===== src/rtl/ifid_branch_unit.sv =====
// IF/ID pipeline register with ID-stage branch resolution and hazard detection.
//
// The IF/ID register captures the fetched PC+4 and instruction. The held
// instruction is decoded in ID: beq/bne are resolved here by comparing the
// (forwarded) operand values, and j/jal/jr produce a jump target. Load-use and
// branch-operand hazards against the EX stage stall fetch and hold IF/ID. There
// is no delay slot, so a taken redirect replaces the wrong-path fetch with a
// bubble.
//
// Ports:
//   clk        clock, rising-edge state updates
//   clrn       asynchronous active-low reset
//   pc4, inst  PC+4 and instruction from the fetch stage
//   rs_data    value of d_rs (register file or forwarded)
//   rt_data    value of d_rt (register file or forwarded)
//   e_wreg     EX-stage instruction writes a register
//   e_m2reg    that write comes from a load
//   e_rn       EX-stage destination register
//   stall      fetch holds its PC this cycle
//   pcsource   next-PC select: 00 pc4, 01 bpc, 10 jpc
//   bpc, jpc   branch and jump targets
//   d_pc4      IF/ID PC+4
//   d_inst     IF/ID instruction
//   d_valid    d_inst is a real instruction (not a bubble)
//   d_rs, d_rt source register fields of d_inst
//   stall_cnt  saturating count of stalled edges
//   flush_cnt  saturating count of redirecting edges
module ifid_branch_unit (
    input  logic        clk,
    input  logic        clrn,
    input  logic [31:0] pc4,
    input  logic [31:0] inst,
    input  logic [31:0] rs_data,
    input  logic [31:0] rt_data,
    input  logic        e_wreg,
    input  logic        e_m2reg,
    input  logic [4:0]  e_rn,
    output logic        stall,
    output logic [1:0]  pcsource,
    output logic [31:0] bpc,
    output logic [31:0] jpc,
    output logic [31:0] d_pc4,
    output logic [31:0] d_inst,
    output logic        d_valid,
    output logic [4:0]  d_rs,
    output logic [4:0]  d_rt,
    output logic [15:0] stall_cnt,
    output logic [15:0] flush_cnt
);

    localparam logic [5:0] OpRtype = 6'b000000;
    localparam logic [5:0] OpJ     = 6'b000010;
    localparam logic [5:0] OpJal   = 6'b000011;
    localparam logic [5:0] OpBeq   = 6'b000100;
    localparam logic [5:0] OpBne   = 6'b000101;
    localparam logic [5:0] FnJr    = 6'b001000;

    localparam logic [1:0] PcSelPc4 = 2'b00;
    localparam logic [1:0] PcSelBpc = 2'b01;
    localparam logic [1:0] PcSelJpc = 2'b10;

    // IF/ID and counter state
    logic [31:0] pc4_q, pc4_d;
    logic [31:0] inst_q, inst_d;
    logic        valid_q, valid_d;
    logic [15:0] stall_cnt_q, stall_cnt_d;
    logic [15:0] flush_cnt_q, flush_cnt_d;

    // Decode
    logic [5:0] op;
    logic [5:0] funct;
    logic       is_beq, is_bne, is_j, is_jal, is_jr;
    logic       rn_nonzero, rn_hits_rs, rn_hits_rt;
    logic       load_use_hz, branch_hz;
    logic       redirect;

    assign op    = inst_q[31:26];
    assign funct = inst_q[5:0];
    assign d_rs  = inst_q[25:21];
    assign d_rt  = inst_q[20:16];

    // Bubbles are never decoded as control flow.
    assign is_beq = valid_q && (op == OpBeq);
    assign is_bne = valid_q && (op == OpBne);
    assign is_j   = valid_q && (op == OpJ);
    assign is_jal = valid_q && (op == OpJal);
    assign is_jr  = valid_q && (op == OpRtype) && (funct == FnJr);

    assign rn_nonzero = (e_rn != 5'd0);
    assign rn_hits_rs = (e_rn == d_rs);
    assign rn_hits_rt = (e_rn == d_rt);

    assign load_use_hz = valid_q && e_wreg && e_m2reg && rn_nonzero && (rn_hits_rs || rn_hits_rt);

    // Branches compare in ID, so any EX-stage producer of an operand must drain first.
    assign branch_hz = e_wreg && rn_nonzero &&
                       (((is_beq || is_bne) && (rn_hits_rs || rn_hits_rt)) ||
                        (is_jr && rn_hits_rs));

    assign stall = load_use_hz || branch_hz;

    assign bpc = pc4_q + {{14{inst_q[15]}}, inst_q[15:0], 2'b00};

    always_comb begin
        jpc = 32'd0;
        if (is_j || is_jal) begin
            jpc = {pc4_q[31:28], inst_q[25:0], 2'b00};
        end else if (is_jr) begin
            jpc = rs_data;
        end
    end

    always_comb begin
        pcsource = PcSelPc4;
        if (!stall) begin
            if ((is_beq && (rs_data == rt_data)) || (is_bne && (rs_data != rt_data))) begin
                pcsource = PcSelBpc;
            end else if (is_j || is_jal || is_jr) begin
                pcsource = PcSelJpc;
            end
        end
    end

    assign redirect = (pcsource != PcSelPc4);

    always_comb begin
        pc4_d       = pc4_q;
        inst_d      = inst_q;
        valid_d     = valid_q;
        stall_cnt_d = stall_cnt_q;
        flush_cnt_d = flush_cnt_q;

        if (stall) begin
            if (stall_cnt_q != 16'hFFFF) begin
                stall_cnt_d = stall_cnt_q + 16'd1;
            end
        end else if (redirect) begin
            // Squash the wrong-path fetch; no delay slot.
            pc4_d   = pc4;
            inst_d  = 32'd0;
            valid_d = 1'b0;
            if (flush_cnt_q != 16'hFFFF) begin
                flush_cnt_d = flush_cnt_q + 16'd1;
            end
        end else begin
            pc4_d   = pc4;
            inst_d  = inst;
            valid_d = 1'b1;
        end
    end

    always_ff @(posedge clk or negedge clrn) begin
        if (!clrn) begin
            pc4_q       <= 32'd0;
            inst_q      <= 32'd0;
            valid_q     <= 1'b0;
            stall_cnt_q <= 16'd0;
            flush_cnt_q <= 16'd0;
        end else begin
            pc4_q       <= pc4_d;
            inst_q      <= inst_d;
            valid_q     <= valid_d;
            stall_cnt_q <= stall_cnt_d;
            flush_cnt_q <= flush_cnt_d;
        end
    end

    assign d_pc4     = pc4_q;
    assign d_inst    = inst_q;
    assign d_valid   = valid_q;
    assign stall_cnt = stall_cnt_q;
    assign flush_cnt = flush_cnt_q;

endmodule


===== config.mk =====
export PLATFORM = sky130hd
export DESIGN_NAME = ifid_branch_unit
export DESIGN_NICKNAME = d
export VERILOG_FILES = /design/src/rtl/ifid_branch_unit.sv
export SDC_FILE = /design/constraint.sdc
export NUM_CORES = 1
export LEC_CHECK = 0
export ABC_AREA = 1
export CAP_MARGIN = 0
export CORE_AREA = 5 5 116 118
export CTS_CLUSTER_SIZE = 24
export DETAILED_ROUTE_END_ITERATION = 10
export DIE_AREA = 0 0 121 123
export DONT_BUFFER_PORTS = 1
export PLACE_DENSITY = 0.78
export SYNTH_ARGS = -nofsm -noshare
export SYNTH_HDL_FRONTEND = slang
export SYNTH_SLANG_ARGS = --single-unit

===== constraint.sdc =====
create_clock -name clk -period 4 [get_ports clk]
set_clock_uncertainty 0.15 [all_clocks]
set_input_delay 0.8 -clock clk [delete_from_list [all_inputs] [get_ports clk]]
set_output_delay 0.8 -clock clk [all_outputs]
set_load 0.01 [all_outputs]

[Yosys cells after proc, flatten, opt, wreduce, memory -nomap -nowiden]
Index checks and enable logic that the tools add are counted.
Cells by class
  equal/unequal tests: 11
  muxes and demuxes: 7
  bitwise operators: 1
  add/sub/neg operators: 3
  reductions and logical operators: 28
Operators with widths (count)
  32-bit 2-to-1 mux: 3
  16-bit by 1-bit adder with 16-bit output (second input constant): 2
  32-bit adder: 1
  32-bit == test: 1
  16-bit inequality test (second input constant): 2
  32-bit inequality test: 1
  1-bit logical AND: 16
  6-bit by 2-bit == test with 1-bit output (second input constant): 2
  6-bit by 3-bit == test with 1-bit output (second input constant): 2
  5-bit == test: 2
  1-bit logical OR: 7
  6-bit by 4-bit == test with 1-bit output (second input constant): 1
  6-bit zero test: 1
  2-bit 2-to-1 mux: 3
  5-bit nonzero test: 1
  3-bit AND reduction: 1
  2-bit AND reduction: 1
  2-bit nonzero test: 1
  1-bit 2-to-1 mux: 1
  1-bit inverter: 1
Word-level totals
  word-level logic and storage cells: 55
  input bits: 137
  output and inout port bits: 174
  bits in registers: 97

[Longest topological paths before layout]
Gate-level depths: netlist (run 1).
  word-level depth: 10
  mapped depth: 16
  gate-level depth less buffers: 15

[Worst setup path after synthesis (run 1)]
No wires, ideal clock.
  kind: register to output
  start: register pc4_q[2] (netlist: d_pc4[2])
  end: output port bpc[18]
  path buffers: 0
  arrival: 2055 ps
  stages on the path, launching flop included: 12
  slack: 995 ps
  required time: 3050 ps
  cells stage by stage: dfrtp_1 > ha_1 > fa_1 > nand3_1 > nand2_1 > a21oi_1 > o21ai_0 > nand2_1 > nand2_1 > nand2_1 > nand2_1 > xor2_1
Between the ends
  word-level cells in the longest chain between the ends: 1
Ends and longest elaborated chain
  start: declaration: line 63  | logic [31:0] pc4_q, pc4_d;
  start signal: assignment: line 160  | pc4_q <= pc4_d;
  32-bit adder: line 102  | assign bpc = pc4_q + {{14{inst_q[15]}}, inst_q[15:0], 2'b00};
  end: declaration: line 40  | output logic [31:0] bpc,
No other way between the ends.

[Worst setup path in the final report (run 1)]
  start: register inst_q[15] (netlist: d_inst[15])
  end: output port bpc[27]
Between the ends
  word-level cells in the longest chain between the ends: 1
Ends and longest elaborated chain
  start: declaration: line 64  | logic [31:0] inst_q, inst_d;
  start signal: assignment: line 161  | inst_q <= inst_d;
  32-bit adder: line 102
No other way between the ends.

==> run summary, run 1 <==
The flow ran to the end, and the final reports show no timing, DRC or antenna violations. Capturing element type of the critical path: a primary output. The tools report the initial cell density of the core as 60.32%. The worst-case IR drop observed on VDD is 0.0003318 V.

In this run the vertical extent of the chip is 123 microns. The placer congestion estimate was 1.043; the count of buffers inserted at the top-level ports was 0. After clock tree synthesis, the clock-pin slew on the worst setup and hold paths is 0.07 ns. By area the synthesized netlist is led by sky130_fd_sc_hd__dfrtp_1, sky130_fd_sc_hd__nand2_1, sky130_fd_sc_hd__inv_1. The layout cell share with drive strength beyond 1 was 5.957%; the number of maximum-capacitance violations was 0.

Pin placement for this block handled 311 I/O pins. The count of antenna-violating nets left after detailed routing is 0. The critical path class was flip-flop to primary output. The design draws 3.040 mW.

The standard cell core area is 0.01236 sq mm. Leakage power figure: 4.084 nW. At the pin with the least slew margin, the transition time is 0.9663 ns.

After the flow finishes, the layout carries non-filler instances totaling 1280. The leading register cell type out of synthesis was sky130_fd_sc_hd__dfrtp_1. The wire-length estimate of the detail-placed layout is 19.78 mm. The number of antenna diodes in the final layout is 0.

The number of standard cells after synthesis is 1116, and the final standard cell area without fillers is 0.007830 sq mm. The synthesis-to-finish area growth was 5.000%. The logs give 0 for the number of failing setup endpoints in the final timing report and 0 for the post-detailed-route DRC marker count. CTS placed an instance of sky130_fd_sc_hd__clkbuf_16 at the clock tree root.

The top cell type by area accounts for 32.55% of the synthesized area. The average instance in the mapped netlist occupies 6.682 sq um. The logs give 97 for the number of sinks on the clock net and 3 for the H-tree depth. The die extent in x works out to 121 microns. For the clock buffer count from CTS, the log shows 9. The number of nets produced by synthesis came out at 1285.

The worst-skew pair later-pin latency came out at 0.35 ns. For the worst relative slew slack, the log shows 35.42%. The cell area after technology mapping is 0.007457 sq mm.

STA classifies the critical path startpoint as a flip-flop. The achievable frequency was 266.1 MHz; the number of unique standard cell types used by synthesis was 43. TritonCTS built the clock tree. The total negative slack is 0 ns.

The data arrival time of the critical path was 2.81 ns; the total iterations of the first detailed-routing run was 5. The via count of the first global-routing pass was 6780. For the routed via count, the log shows 7295. The number of standard-cell rows in the floorplan was 41; the worst setup slack before clock tree synthesis was 0.6377 ns.

Among all cell types in the netlist, the one instantiated most often is sky130_fd_sc_hd__nand2_1. The number of endpoints with negative hold slack in the final report was 0; the overall routed net length was 24.84 mm. The count of pins over their slew limit came out at 0. The worst hold slack across all endpoints was 0.1850 ns. The synthesized design contains 97 register bits. The run gives 1263 as the number of cells after detailed placement. The number of antenna violations at the first check in global routing was 0; the sum of overflow across all layers after global routing was 0. Per-cell routed wire length: 19.41 microns. Dividing the detail-routed via count by the number of cells gives 5.699.

The synthesized design spends more area on one cell type than any other, namely sky130_fd_sc_hd__dfrtp_1. During synthesis, Yosys emitted a total of 0 warnings. The tools report the minimum setup slack in the final design as 0.2418 ns. The top fanout value on the critical path works out to 18. Across every metal layer, demand over resource in global routing totals 32.32%. Setup repair after global routing left no endpoint under its margin.

Sorting the synthesized cells by how often they occur yields sky130_fd_sc_hd__nand2_1, sky130_fd_sc_hd__inv_1, sky130_fd_sc_hd__dfrtp_1. Worst-case clock buffer depth: 2. The floorplan die area was 0.01488 sq mm; the final critical-path share of the clock period was 93.96%. After synthesis, the share of flip-flops with an asynchronous set or reset is 100.0%. The synthesized design contains 0 enable-type register cells. Power per standard cell area: 388.2 mW/mm^2. The logs give 63.33% for the final core area utilization and 98 for the largest net degree at the start of global routing. For this block, the initial DRC count from the detailed router was 728.

The logs give 37.32 mm for the wire length of the first global-routing pass and 0.007525 sq mm for the placed standard-cell area. Share of the yosys chip area belonging to registers: 32.55%. The path type of the worst min-delay path was input port to asynchronous set/reset pin.

For the finished layout, the period the worst path requires is 3.758 ns. Data on the critical path is required at its endpoint by 3.05 ns. In the final design database the tool counted 1272 nets.
[area by class of cell]
type | instances | area (sq um)
fillers | 1176 | 4533
clock inverters | 6 | 48.80
clock buffers | 10 | 229.0
well taps | 172 | 215.2
multi-input cells | 825 | 4207
flip-flops and latches | 97 | 2427
inverters | 158 | 593.1
repair buffers | 12 | 110.1
[timing repair]
action,in CTS,in global routing
buffers inserted,0,0
setup endpoints to repair,0,1
endpoints found under the hold margin,97,0
hold buffers,1,0
resized for setup,0,1
[flip-flops by register name, indices dropped and copies added (netlist names)]
| signal | cells |
|---|---|
| d_inst | 32 |
| d_pc4 | 32 |
| d_valid | 1 |
| flush_cnt | 16 |
| stall_cnt | 16 |
[routing by layer]
metal,global-route usage [%],part of all wire [%]
met5,0,0
met1,39.87,39
met2,52.21,47
met4,14.38,3.8
met3,10.16,11
[cells by family after synthesis]
logic type	share of synthesized area (%)
AND/OR/NAND/NOR	34.13
buffers and inverters	11.04
AO/OA/AOI/OAI	9.346
flip-flops	32.55
XOR/XNOR	7.164
adder cells (fa/ha/maj)	5.470
multiplexers	0.3020
[where the power goes]
| part | switching, mW | total [mW] | internal, mW |
|---|---|---|---|
| registers | 0.227 | 1.31 | 1.09 |
| logic | 0.602 | 0.887 | 0.285 |
| clock network | 0.409 | 0.839 | 0.430 |
| total | 1.24 | 3.04 | 1.80 |
[worst max-delay path: stages (launching register included)]
cell	delay (ns)
sky130_fd_sc_hd__dfrtp_1	0.67
sky130_fd_sc_hd__ha_1	0.51
sky130_fd_sc_hd__nand2_1	0.11
sky130_fd_sc_hd__nor2_1	0.23
sky130_fd_sc_hd__inv_1	0.11
sky130_fd_sc_hd__nor4_1	0.25
sky130_fd_sc_hd__nand2_1	0.10
sky130_fd_sc_hd__o211ai_1	0.13
sky130_fd_sc_hd__xor2_1	0.34
[layout by cell type, fill, tap and decap left out, types with 25 or more instances in the layout]
| cell | count |
|---|---|
| sky130_fd_sc_hd__inv_1 | 144 |
| sky130_fd_sc_hd__nor2_1 | 75 |
| sky130_fd_sc_hd__o21ai_0 | 48 |
| sky130_fd_sc_hd__dfrtp_1 | 97 |
| sky130_fd_sc_hd__nand2_1 | 408 |
| sky130_fd_sc_hd__a21oi_1 | 37 |
| sky130_fd_sc_hd__ha_1 | 31 |
| sky130_fd_sc_hd__xor2_1 | 36 |
| sky130_fd_sc_hd__nand3_1 | 63 |
| sky130_fd_sc_hd__xnor2_1 | 25 |
[path summary, 6_finish.rpt]
path | startpoint | end | depth (start not counted) | slack (ns)
setup / recovery | d_inst[15] | bpc[27] | 8 | 0.24
hold / removal | clrn | d_pc4[18] | 1 | 0.19
setup reg to reg | d_inst[26] | flush_cnt[7] | 11 | 0.83
hold reg to reg | flush_cnt[15] | flush_cnt[15] | 2 | 0.42
max in group asynchronous | clrn | d_pc4[28] | 1 | 3.08
min in group clk | pc4[21] | d_pc4[21] | 2 | 0.41
No activity file was read; power rests on OpenSTA's default activity.
==> run 2, diff against run 1 <==
--- a/config.mk
+++ b/config.mk
@@ -10,2 +10,3 @@
 export CORE_AREA = 5 5 116 118
+export CTS_BUF_LIST = sky130_fd_sc_hd__clkbuf_8
 export CTS_CLUSTER_SIZE = 24
--- a/constraint.sdc
+++ b/constraint.sdc
@@ -4,2 +4,2 @@
 set_output_delay 0.8 -clock clk [all_outputs]
-set_load 0.01 [all_outputs]
+set_load 0.005 [all_outputs]
==> run summary, run 2 (same netlist as run 1, synthesis figures left out) <==
The leakage power figure is 4.063 nW (-0.53%). TritonCTS built the clock tree. The top-level I/O count came out at 311 (unchanged). Setup repair after global routing left no endpoint under its margin. The run finished with clean final reports. The die extent in x is 121 microns (unchanged).

The most used cell along the critical path was sky130_fd_sc_hd__nand3_1. Leaving out fill and tap cells, the most frequent cell in the layout is sky130_fd_sc_hd__nand2_1. The run gives 0.007764 sq mm (-0.85%) as the final standard cell area without fillers.

The total stage count of the critical path was 10 (+2); the routed wire length on met3 was 2.423 mm (-11%). The highest routing layer actually used was met4. The number of maximum-capacitance violations is 0 (unchanged). The critical path goes through ha_1 > nand2_1 > nor2_1 > inv_1 > nor2_1 > nand3_1 > nand3_1 > nand2_1 > nand3_1 > xor2_1. The top fanout value on the critical path is 18 (unchanged), and the transition time at the pin with the least slew margin is 0.9490 ns (-0.01726 ns). Number of diodes added for antenna fixing: 0 (unchanged).

The top cell types in the final layout, fill and taps aside, are sky130_fd_sc_hd__nand2_1, sky130_fd_sc_hd__inv_1, sky130_fd_sc_hd__dfrtp_1. The peak per-stage delay on the critical path works out to 0.66 ns (about the same). The largest net degree at the start of global routing was 98 (unchanged). The via count of the first global-routing pass was 6923 (+2.1%). The layout cell share with drive strength beyond 1 came out at 5.787% (-0.17 points). The startpoint identified for the worst register-to-register timing path is d_inst[26]. H-tree depth: 3 (unchanged). The initial cell density of the core is 60.32% (unchanged).

The number of endpoints with negative hold slack in the final report is 0 (unchanged). The via-per-instance ratio works out to 5.683 (-0.28%). The path class of the tightest hold or removal check is input port to asynchronous set/reset pin. The maximum VDD drop came out at 0.0002650 V (-20%). The tools report the placed wire-length estimate after detailed placement as 19.62 mm (-0.81%). For the data required time at the worst endpoint, the log shows 3.05 ns (about the same).

The number of antenna violations at the first check in global routing was 0 (unchanged); the floorplan die area was 0.01488 sq mm (unchanged). Initial detailed-routing violation count: 624 (-14%). The count of buffers inserted at the top-level ports came out at 0 (unchanged). The post-detailed-route DRC marker count was 0 (unchanged); the final critical-path share of the clock period was 93.35% (-0.60 points). The sum of met2 wire segment lengths after detailed routing was 11.61 mm (about the same). Origin of the worst setup path: d_inst[15].

The count of nets after finishing is 1270 (-0.16%). The slowest stage of the critical path is the sky130_fd_sc_hd__dfrtp_1 cell. The data arrival time of the critical path is 2.78 ns (-0.03 ns). The standard cell core area was 0.01236 sq mm (unchanged); the worst relative slew slack was 36.58% (+1.2 points). The placer congestion estimate was 0.9927 (-4.9%); the per-cell routed wire length was 19.21 microns (-1.0%). The capture point of the worst reg-to-reg path was flush_cnt[7]. The worst setup path is captured at a primary output. The total negative slack was 0 ns (unchanged); the worst-skew pair later-pin latency was 0.39 ns (+0.04 ns). The run gives 0 (unchanged) as the count of buffers added by post-CTS timing repair for setup. The wire length of the first global-routing pass was 37.49 mm (+0.48%); the worst-case clock buffer depth was 2 (unchanged).

The global routing usage summed across all routing layers was 32.43% (+0.12 points); the power per standard cell area was 368.2 mW/mm^2 (-5.2%). The sum of routed wire segments on met1 came out at 9.698 mm (+1.3%). The critical path is of the flip-flop to primary output type. The synthesis-to-finish area growth came out at 4.111%. The vertical die dimension came out at 123 microns (unchanged).

The total buffers and inverters traversed by the critical path is 1 (unchanged). The run gives 7263 (-0.44%) as the routed via count. The tools report the achievable frequency as 267.8 MHz (+0.65%).

The placed standard-cell area is 0.007510 sq mm (-0.20%). The tools report the setup slack on the worst flop-to-flop path as 0.87 ns (+0.04 ns). For the overall routed net length, the log shows 24.55 mm (-1.2%). The tools report the launching element type of the critical path as a flip-flop. Broken down by cell family, the worst path's largest delay share belongs to simple AND/OR/NAND/NOR gates. The total iterations of the first detailed-routing run is 5 (unchanged).

The count of antenna-violating nets left after detailed routing came out at 0 (unchanged). Count of pins over their slew limit: 0 (unchanged). For the number of failing setup endpoints in the final timing report, the log shows 0 (unchanged). Clock buffer count from CTS: 9 (unchanged). The count of cells along the worst register-to-register path was 11 (unchanged); the layout filler cell count was 1192 (+1.4%). The number of standard-cell rows in the floorplan came out at 41 (unchanged).

CTS placed an instance of sky130_fd_sc_hd__clkbuf_8 at the clock tree root. The sum of overflow across all layers after global routing was 0 (unchanged). Following the worst setup path forward leads to its endpoint at bpc[29]. The tools report the number of sinks on the clock net as 97 (unchanged). The minimum clock period after layout is 3.734 ns (-0.02417 ns).

The clock-pin slew of the registers on the worst-case setup and hold paths was 0.11 ns (+0.04 ns).
## run 2: cell count changes in the layout (fill, tap and decap cells not counted), sizes merged
cell	previous run	this run
clkinvlp	2	0
bufinv	0	2
buf	12	10
## run 2: area by class of cell
cell class | count | area, sq um | area share [%]
clock buffers | 10 | 137.6 | 1.773
clock inverters | 6 | 88.84 | 1.144
inverters | 158 | 593.1 | 7.639
multi-input cells | 825 | 4207 | 54.18
flip-flops and latches | 97 | 2427 | 31.27
well taps | 172 | 215.2 | 2.772
repair buffers | 10 | 95.09 | 1.225
## run 2: worst register-to-register path, stage by stage, from the launching register on
cell	delay, ns
sky130_fd_sc_hd__dfrtp_1	0.45
sky130_fd_sc_hd__nor2_1	0.26
sky130_fd_sc_hd__nand3_1	0.14
sky130_fd_sc_hd__nor3_2	0.34
sky130_fd_sc_hd__nand2_1	0.11
sky130_fd_sc_hd__nand2_1	0.11
sky130_fd_sc_hd__nand2_4	0.20
sky130_fd_sc_hd__nand3_2	0.17
sky130_fd_sc_hd__nand2_1	0.57
sky130_fd_sc_hd__buf_4	0.41
sky130_fd_sc_hd__nand3_2	0.06
sky130_fd_sc_hd__nand2_1	0.06
## run 2: repair_timing
| action | 4_1_cts | 5_1_grt |
|---|---|---|
| endpoints found under the setup margin | 0 | 1 |
| resized for setup | 0 | 1 |
| endpoints found under the hold margin | 97 | 0 |
| hold buffers | 1 | 0 |
## run 2: how the worst min path moves through the flow
stage / end / from
floorplan: flush_cnt[5] / flush_cnt[5]
global placement: stall_cnt[15] / clrn
detailed placement: stall_cnt[15] / clrn
CTS: stall_cnt[5] / clrn
global route: d_pc4[15] / clrn
finish: stall_cnt[5] / clrn
## run 2: metrics by stage
step	utilization [%]	worst slack (ns)	hold WS, ns	power, mW	instances
after floorplan	-	1.093	0.3338	1.858	1116
after global placement	60.74	0.6951	0.3562	2.085	1261
after detailed placement	60.74	0.7191	0.3561	2.095	1261
after CTS	62.80	0.2760	0.1886	2.868	1278
after global routing	62.80	0.06023	0.2142	3.042	1278
final	62.80	0.2660	0.1819	2.858	1278
## run 2: power by group
group          switching, mW  internal [mW]  total [mW]
sequential             0.185           1.09        1.27
clock                  0.378          0.373       0.751
combinational          0.553          0.283       0.836
total                   1.12           1.74        2.86
## run 2: metal layers
layer	up-vias	GRT usage (%)
li1	3471	-
met4	0	13.46
met5	-	0
met3	52	9.286
met2	328	53.39
met1	3412	40.16
